### config.mk
export PLATFORM = sky130hd
export DESIGN_NAME = frame_scan_buffer
export DESIGN_NICKNAME = d
export VERILOG_FILES = /design/src/rtl/stacker_pkg.sv /design/src/rtl/frame_scan_buffer_scan_timer.sv /design/src/rtl/frame_scan_buffer.sv
export SDC_FILE = /design/constraint.sdc
export NUM_CORES = 1
export LEC_CHECK = 0
export BUFFER_PORTS_ARGS = -buffer_cell sky130_fd_sc_hd__buf_2
export CORE_UTILIZATION = 35
export CTS_BUF_LIST = sky130_fd_sc_hd__clkbuf_8 sky130_fd_sc_hd__clkbuf_16
export CTS_CLUSTER_DIAMETER = 80
export DETAILED_ROUTE_END_ITERATION = 10
export GPL_TIMING_DRIVEN = 1
export MAX_ROUTING_LAYER = met4
export PLACE_DENSITY_LB_ADDON = 0.12
export SYNTH_ARGS = -nofsm -noshare
export SYNTH_HDL_FRONTEND = slang
export SYNTH_HIERARCHICAL = 1
export SYNTH_SLANG_ARGS = --single-unit
### constraint.sdc
create_clock -name clk -period 2.3 [get_ports clk]
set_clock_uncertainty 0.05 [all_clocks]
set_input_delay 0.23 -clock clk [delete_from_list [all_inputs] [get_ports clk]]
set_output_delay 0.23 -clock clk [all_outputs]
set_load 0.01 [all_outputs]
### src/rtl/stacker_pkg.sv
// Shared definitions for the stacker game datapath: frame geometry, scan
// state encoding and the row one-hot decode used by both FSM and display.
package stacker_pkg;

  localparam int ROWS  = 8;
  localparam int COLS  = 8;
  localparam int ROW_W = 3;

  typedef enum logic [0:0] {
    BLANK = 1'b0,
    DRIVE = 1'b1
  } scan_state_t;

  function automatic logic [ROWS-1:0] onehot(input logic [ROW_W-1:0] idx);
    logic [ROWS-1:0] vec;
    vec      = '0;
    vec[idx] = 1'b1;
    return vec;
  endfunction

endpackage

### src/rtl/frame_scan_buffer_scan_timer.sv
// Row-slot timer for the LED scan: divides clk into SCAN_DIV-cycle slots,
// steps the scanned row and flags slot boundaries and frame wrap.
module scan_timer
  import stacker_pkg::*;
#(
  parameter int SCAN_DIV  = 12500,
  parameter int BLANK_CYC = 16
) (
  input  logic             clk,
  input  logic             reset,
  output logic [ROW_W-1:0] scan_row,
  output logic             blank_end,
  output logic             slot_end,
  output logic             frame_done
);

  localparam int CNT_W = (SCAN_DIV > 2) ? $clog2(SCAN_DIV) : 1;

  logic [CNT_W-1:0] div_cnt;

  assign blank_end = (div_cnt == CNT_W'(BLANK_CYC - 1));
  assign slot_end  = (div_cnt == CNT_W'(SCAN_DIV - 1));

  always_ff @(posedge clk) begin
    if (reset) begin
      div_cnt    <= '0;
      scan_row   <= '0;
      frame_done <= 1'b0;
    end else begin
      // Pulse lands on the first blank cycle of row 0.
      frame_done <= slot_end && (scan_row == ROW_W'(ROWS - 1));
      if (slot_end) begin
        div_cnt  <= '0;
        scan_row <= scan_row + 1'b1;
      end else begin
        div_cnt <= div_cnt + 1'b1;
      end
    end
  end

endmodule

### src/rtl/frame_scan_buffer.sv
// 8x8 frame store with a debug read port, scanned out row by row to a
// multiplexed LED matrix with a blanking gap at the start of each slot.
module frame_scan_buffer
  import stacker_pkg::*;
#(
  parameter int SCAN_DIV  = 12500,
  parameter int BLANK_CYC = 16
) (
  input  logic             clk,
  input  logic             reset,
  input  logic             wr_strobe,
  input  logic [ROW_W-1:0] wr_row,
  input  logic [COLS-1:0]  wr_data,
  input  logic             clr_array,
  input  logic [ROW_W-1:0] rd_row,
  output logic [COLS-1:0]  rd_data,
  output logic [ROWS-1:0]  row_sel,
  output logic [COLS-1:0]  col_data,
  output logic             frame_done
);

  logic [COLS-1:0] mem [ROWS];
  logic [ROW_W-1:0] scan_row;
  logic             blank_end;
  logic             slot_end;
  scan_state_t      state;

  scan_timer #(
    .SCAN_DIV  (SCAN_DIV),
    .BLANK_CYC (BLANK_CYC)
  ) u_scan_timer (
    .clk        (clk),
    .reset      (reset),
    .scan_row   (scan_row),
    .blank_end  (blank_end),
    .slot_end   (slot_end),
    .frame_done (frame_done)
  );

  always_ff @(posedge clk) begin
    if (reset || clr_array) begin
      for (int i = 0; i < ROWS; i++) begin
        mem[i] <= '0;
      end
    end else if (wr_strobe) begin
      mem[wr_row] <= wr_data;
    end
  end

  always_ff @(posedge clk) begin
    if (reset) begin
      rd_data <= '0;
    end else begin
      rd_data <= mem[rd_row];
    end
  end

  // col_data is a snapshot taken at drive start, so mid-slot writes wait a frame.
  always_ff @(posedge clk) begin
    if (reset) begin
      state    <= BLANK;
      row_sel  <= '0;
      col_data <= '0;
    end else begin
      case (state)
        BLANK: begin
          if (blank_end) begin
            state    <= DRIVE;
            row_sel  <= onehot(scan_row);
            col_data <= mem[scan_row];
          end
        end
        DRIVE: begin
          if (slot_end) begin
            state    <= BLANK;
            row_sel  <= '0;
            col_data <= '0;
          end else if (clr_array) begin
            col_data <= '0;
          end
        end
        default: begin
          state    <= BLANK;
          row_sel  <= '0;
          col_data <= '0;
        end
      endcase
    end
  end

endmodule

# Yosys cells after proc, flatten, opt, wreduce, memory -nomap -nowiden

Memories as Yosys holds them, arrays and structs flattened. A register that Yosys moved wholly into a read port is not among the register bits.
Cells that the tools add are included.

$add $sub $neg: 2
Magnitude comparators: 2
Equality and inequality tests: 6
Mux-type cells: 22
Bitwise gates (word level): 1
Reduce and logical (&&, ||, !) cells: 7

Operators by type and width:

| cell                    | number |
|---|---|
| $mux W8                 | 6 |
| $pmux W8 S2             | 2 |
| $add A14 B1 Y14 const B | 1 |
| $eq A14 B14 Y1 const B  | 1 |
| $eq A14 B4 Y1 const B   | 1 |
| $mux W1                 | 9 |
| $mux W3                 | 3 |
| $reduce_or A8 Y1        | 1 |
| $lt A3 B4 Y1 const B    | 1 |
| $reduce_and A2 Y1       | 2 |
| $add A3 B1 Y3 const B   | 1 |
| $demux W1 S3            | 1 |
| $eq A3 B3 Y1 const B    | 1 |
| $ge A3 B1 Y1 const B    | 1 |
| $ne A3 B2 Y1 const B    | 1 |
| $logic_and A1 B1 Y1     | 2 |
| $ne A2 B1 Y1 const B    | 1 |
| $ne A2 B2 Y1 const B    | 1 |
| $pmux W1 S2             | 1 |
| $reduce_or A2 Y1        | 1 |
| $logic_or A1 B1 Y1      | 1 |
| $not A1 Y1              | 1 |

Register bits: 35
Memory bits (writable): 64
Input bits: 18
Output and inout port bits: 25
Logic and storage cells: 47
Memories: 1

Memories:

| memory | depth | width | rd ports | clocked after memory_dff | wr ports | line                    | source |
|---|---|---|---|---|---|---|---|
| mem    | 8     | 8     | 2        | 2                        | 8        | frame_scan_buffer.sv:22 | `logic [COLS-1:0] mem [ROWS];` |

# Logic depth before layout (Yosys ltp)

Word-level depth: 6
Depth in mapped cells: 9
Gate-level depth less buffers: 7

# Cells and area by module

Netlist, hierarchy kept.

Modules (own cells, without submodules):

| module            | times used | cells an instance | area an instance (µm²) | seq. area each (µm²) |
|---|---|---|---|---|
| frame_scan_buffer | 1          | 345               | 4445.5                 | 2422.3 |
| scan_timer        | 1          | 90                | 815.8                  | 360.3 |

# Least setup slack after synthesis

Ideal clock, no wire load.

Path type: reg-to-reg
From: reg u_scan_timer.div_cnt[5]
To: reg col_data[6]
Library setup time: 0.137 ns
Arrival: 2.161 ns
Required time: 2.113 ns
Slack: -0.048 ns
Cell stages (with the launch flop): 8
Cell sequence: dfxtp_1 -> or4_4 -> nor4_4 -> nor3b_2 -> or2_1 -> buf_2 -> a221oi_2 -> a211oi_2

Cells in the longest elaborated chain, start to end: 3
Elaborated cells between the ends (all ways): 7
Those cells by class: 4 x eq/ne; 2 x mux; 1 x reduce/logical

Ends and longest elaborated chain:

| item                                             | line                               | source |
|---|---|---|
| from (decl)                                      | frame_scan_buffer_scan_timer.sv:19 | `logic [CNT_W-1:0] div_cnt;` |
| from (signal assigned)                           | frame_scan_buffer_scan_timer.sv:36 | `div_cnt <= div_cnt + 1'b1;` |
| $eq A14 B14 Y1 (*)                               | frame_scan_buffer_scan_timer.sv:22 | `assign slot_end = (div_cnt == CNT_W'(SCAN_DIV - 1));` |
| named net slot_end                               | frame_scan_buffer.sv:25            | `logic slot_end;` |
| $mux W8 or $ne A3 B2 Y1 (tied branches)          | --                                 |  |
| $pmux W8 S2 or $reduce_and A2 Y1 (tied branches) | --                                 |  |
| to (signal assigned)                             | frame_scan_buffer.sv:70            | `col_data <= mem[scan_row];` |
| to (decl)                                        | frame_scan_buffer.sv:18            | `output logic [COLS-1:0] col_data,` |

Mark *: on every way through the listed nets, which the timed path passes. The rest lies on a longest branch.
A chain may end at the register's enable or synchronous reset.

# Worst setup path after layout

From: reg u_scan_timer.div_cnt[5]
To: reg col_data[6]

Cells in the longest elaborated chain, start to end: 3
Elaborated cells between the ends (all ways): 7
Those cells by class: 4 x eq/ne; 2 x mux; 1 x reduce/logical

Ends and longest elaborated chain:

| item                        | line                               | source |
|---|---|---|
| $eq A14 B4 Y1               | frame_scan_buffer_scan_timer.sv:21 | `assign blank_end = (div_cnt == CNT_W'(BLANK_CYC - 1));` |
| named net blank_end         | frame_scan_buffer.sv:24            | `logic blank_end;` |
| $ne A2 B2 Y1 (no line)      | --                                 |  |
| $reduce_and A2 Y1 (no line) | --                                 |  |

The timed path passes the listed nets, and every way through them passes these cells.

==> run summary <==
Summed over all cells, the static leakage comes to 2.21 nW. Routability-driven placement finished with a final weighted congestion of 0.796. After clock tree synthesis, the clock-pin slew on the worst setup and hold paths is 0.07 ns.

The initial utilization of the core area, before any placement, comes to 36.1%. TritonCTS built the clock tree. The kind of end point of the critical path was a flip-flop. The tools report the area of all sequential standard cells as 2780 µm².

The run gives 60.2% as the remaining max-slew budget at the tightest pin. The kind of cell adding the most delay to the critical path was simple AND/OR/NAND/NOR gates. For the data required time at the worst endpoint, the log shows 2.48 ns. The run gives 44 as the standard-cell row count.

For the net count after synthesis, the log shows 456. The first global-routing pass estimated 19000 µm of wire. The worst hold path belongs to the class input pin to flip-flop.

The share of the Yosys chip area taken by registers is 52.9%. Detailed placer's ending HPWL: 9110 µm. The tools report the total non-filler cell area in the finished layout as 6030 µm². The count of cell instances traversed by the critical path is 6, and the source-to-sink clock delay at the later pin of the worst-skew pair is 0.35 ns. Initial antenna violation count: 0.

After layout, the worst setup slack is 0.140 ns. The run gives 0 as the remaining global-route overflow. The tools report the post-synthesis instance total as 435. The routed layout has 3482 vias. The run gives 2.34 ns as the critical path data arrival time. Library cell contributing the largest single delay on the critical path: or4_4. The final wirelength came out at 11800 µm. Entering global routing, the biggest net connects 34 pins. For the count of pins over their slew limit, the log shows 0. The fraction of post-synthesis cell area in the top cell type by area was 36.5%.

The async set or reset register ratio after synthesis works out to 0%. Walking the worst path, the cells encountered are or4_4, nor4_4, nor2_1, or2_1, a221oi_2, a211oi_2. Ranked by total cell area, the synthesized netlist is headed by edfxtp_1 37%, dfxtp_1 16%, and2_1 7.8%, mux4_2 6.8%, mux2i_1 4.4%. The critical path contains buffers and inverters numbering 0 combined. The maximum ir drop on the vdd rail came out at 0.000365 V. After the first detailed-routing iteration, the DRC count stood at 261.

The total placed instance area was 5730 µm²; the total power divided by cell area was 644 nW/µm². The floorplan core area came out at 14600 µm². The flow ran to the end, and the final reports show no timing, DRC or antenna violations.

Setup repair after global routing left no endpoint under its margin. Minimum period implied by the final worst setup slack: 2.16 ns. The startpoint of the most critical register-to-register path is u_scan_timer/div_cnt[5].

The library cell used as clock root buffer was clkbuf_16. Max-cap violations in this run came to 0. Timing analysis after detailed placement gives a worst setup slack of 0.0742 ns.

The most critical setup path has its endpoint at col_data[6]. For the number of nets in the layout, the log shows 508. In this run, CTS created clock tree buffers numbering 9. Tracing the worst setup path back leads to its startpoint at u_scan_timer/div_cnt[5]. Summing all multi-input logic gate instances after layout gives 2310 µm². The tools report the startpoint kind of the worst setup timing path as a flip-flop. For the number of buffers between clock root and the deepest sink, the log shows 2. During I/O placement, the number of pins put on the boundary was 43. The H-tree was split into 3 levels.

The transition time at the pin with the least slew margin is 0.597 ns. The final critical-path share of the clock period is 93.9%, and the overall die area is 15500 µm². From synthesis to final layout, the design area changed by 14.6%. From bottom edge to top edge, the die measures 125 µm. Dividing the detail-routed wire length by the instance count gives 17.5 µm.

Clock tree synthesis found a total of 107 sinks. Across every metal layer, demand over resource in global routing totals 16.5%. For the number of global-route vias before repair, the log shows 3361. The number of nets with antenna violations after detailed routing is 0, and the via-per-instance ratio is 5.15. After synthesis, the mean cell area works out to 12.1 µm².

The number of antenna diodes in the final layout is 0. First-pass iteration count of the detailed router: 4. The tools report the post-synthesis instance area as 5260 µm². For the number of design rule violations left after detail routing, the log shows 0. Counting flops with a built-in enable in the synthesized netlist gives 64.

The number of fill cells in the layout was 1394. In this run, synthesis produced a sequential element count of 107. The number of hold violations in the final report came out at 0. The setup check on the worst reg-to-reg path leaves a slack of 0.14 ns. Total number of yosys warnings: 6.

The post-cts resize count came out at 0. Of all nets on the critical path, the largest fanout is 7. The number of buffers added on ports came out at 42. The number of hold-repair buffers added at the cts stage is 0. Summed over all instances, the cell type with the most area after synthesis is edfxtp_1. Cells with a size suffix above 1 make up 25.8% of the layout.

Setup violations remaining at the end of the flow were counted as 0. The kind of critical path was flip-flop to flip-flop. For this run, the slowest stage of the critical path takes 0.57 ns.

For this run, the leading register cell type out of synthesis is edfxtp_1. The number of setup buffers added after CTS is 0. Counting distinct cell types in the post-synthesis netlist gives 52.

The worst register-to-register path has a depth of 6. Based on the critical path, the design can be clocked at up to 463 MHz. The tools report the worst flop-to-flop path endpoint as col_data[6]. The die extent in x came out at 125 µm.
-- area by class of cell --
cell class | instances | share of cell area, %
sequential | 107 | 46.2
multi-input combinational | 298 | 38.3
timing repair buffer | 66 | 6.68
tap | 184 | 3.82
clock buffer | 9 | 3.74
clock inverter | 7 | 0.996
inverter | 5 | 0.311
-- Yosys cell counts, drive strengths merged (5+ instances only) --
library cell and count:
nor2b 7, nand2b 5, and2 66, nand3 5
nor2 46, mux4 16, a22oi 11, nand3b 6
a211oi 11, nor3 6, nand2 10, inv 5
a21oi 12, mux2i 23, edfxtp 64, clkbuf 6
nor4 5, xnor2 12, buf 19, dfxtp 43
a22o 5, o21ai 19
-- worst min-delay path by stage --
stage                                    end               startpoint  cells past startpoint
floorplan           u_scan_timer/scan_row[0]                    reset                      1
global placement     u_scan_timer/div_cnt[0]  u_scan_timer/div_cnt[0]                      1
detailed placement               col_data[1]              col_data[1]                      2
CTS                                mem[0][3]               wr_data[3]                      2
global route                       mem[2][7]               wr_data[7]                      2
finish                             mem[0][3]               wr_data[3]                      2
-- worst reg2reg max path, cell delays in order, from the launching register on --
cell and delay, ns:
dfxtp_1 0.31, or4_4 0.57, nor4_4 0.29, nor2_1 0.10, or2_1 0.33, a221oi_2 0.30
a211oi_2 0.10
-- flip-flops by register name, summed over array words and instances, names as in the netlist --
register	count
mem	64
u_scan_timer/scan_row	3
u_scan_timer/div_cnt	14
u_scan_timer/frame_done	1
rd_data	8
state	1
col_data	8
row_sel	8
-- metal layers --
layer  track usage, %  part of all wire, %  routed length (µm)  vias up
met4             5.10                  1.4                 162        0
met2             23.9                   45                5300       91
li1                 -                    -                   -     1707
met3             3.44                  4.2                 497       10
met1             23.1                   50                5850     1674
met5                -                    0                   0        -
-- cell usage in the layout (no fill, tap or decap), drive strengths merged, types with 10 or more instances in the layout --
cell type | synthesis | final
mux2i | 23 | 23
dfxtp | 43 | 43
a21oi | 12 | 12
a22oi | 11 | 11
nor2 | 46 | 46
and2 | 66 | 66
edfxtp | 64 | 64
o21ai | 19 | 19
xnor2 | 12 | 12
mux4 | 16 | 16
nand2 | 10 | 10
a211oi | 11 | 11
buf | 19 | 66
-- through the flow --
stage | setup TNS [ns] | util, % | hold slack [ns] | cells | power [W]
floorplan | -0.0368 | - | 0.252 | 435 | 0.00235
CTS | 0 | 41.2 | 0.183 | 676 | 0.00394
global placement | 0 | 39.2 | 0.398 | 660 | 0.00246
global route | 0 | 41.3 | 0.199 | 676 | 0.00405
detailed placement | 0 | 39.2 | 0.403 | 660 | 0.00246
finish | 0 | 41.3 | 0.194 | 676 | 0.00388
-- cells by family (layout without fill, tap and decap cells) --
| group | Yosys count | after routing | share of synthesized area (%) |
|---|---|---|---|
| simple gates | 166 | 166 | 18.7 |
| flops | 107 | 107 | 52.9 |
| buf+inv | 30 | 87 | 3.66 |
| compound gates | 75 | 75 | 10.2 |
| mux | 41 | 41 | 11.7 |
| xor+xnor | 13 | 13 | 2.16 |
| fa+ha+maj | 3 | 3 | 0.714 |
-- power by group --
group	switching (W)	total (W)	internal [W]
clock	0.000712	0.00146	0.000753
combinational	0.000137	0.000251	0.000115
sequential	0.0000582	0.00217	0.00211
Note: power is estimated with default switching activity, not from simulation.
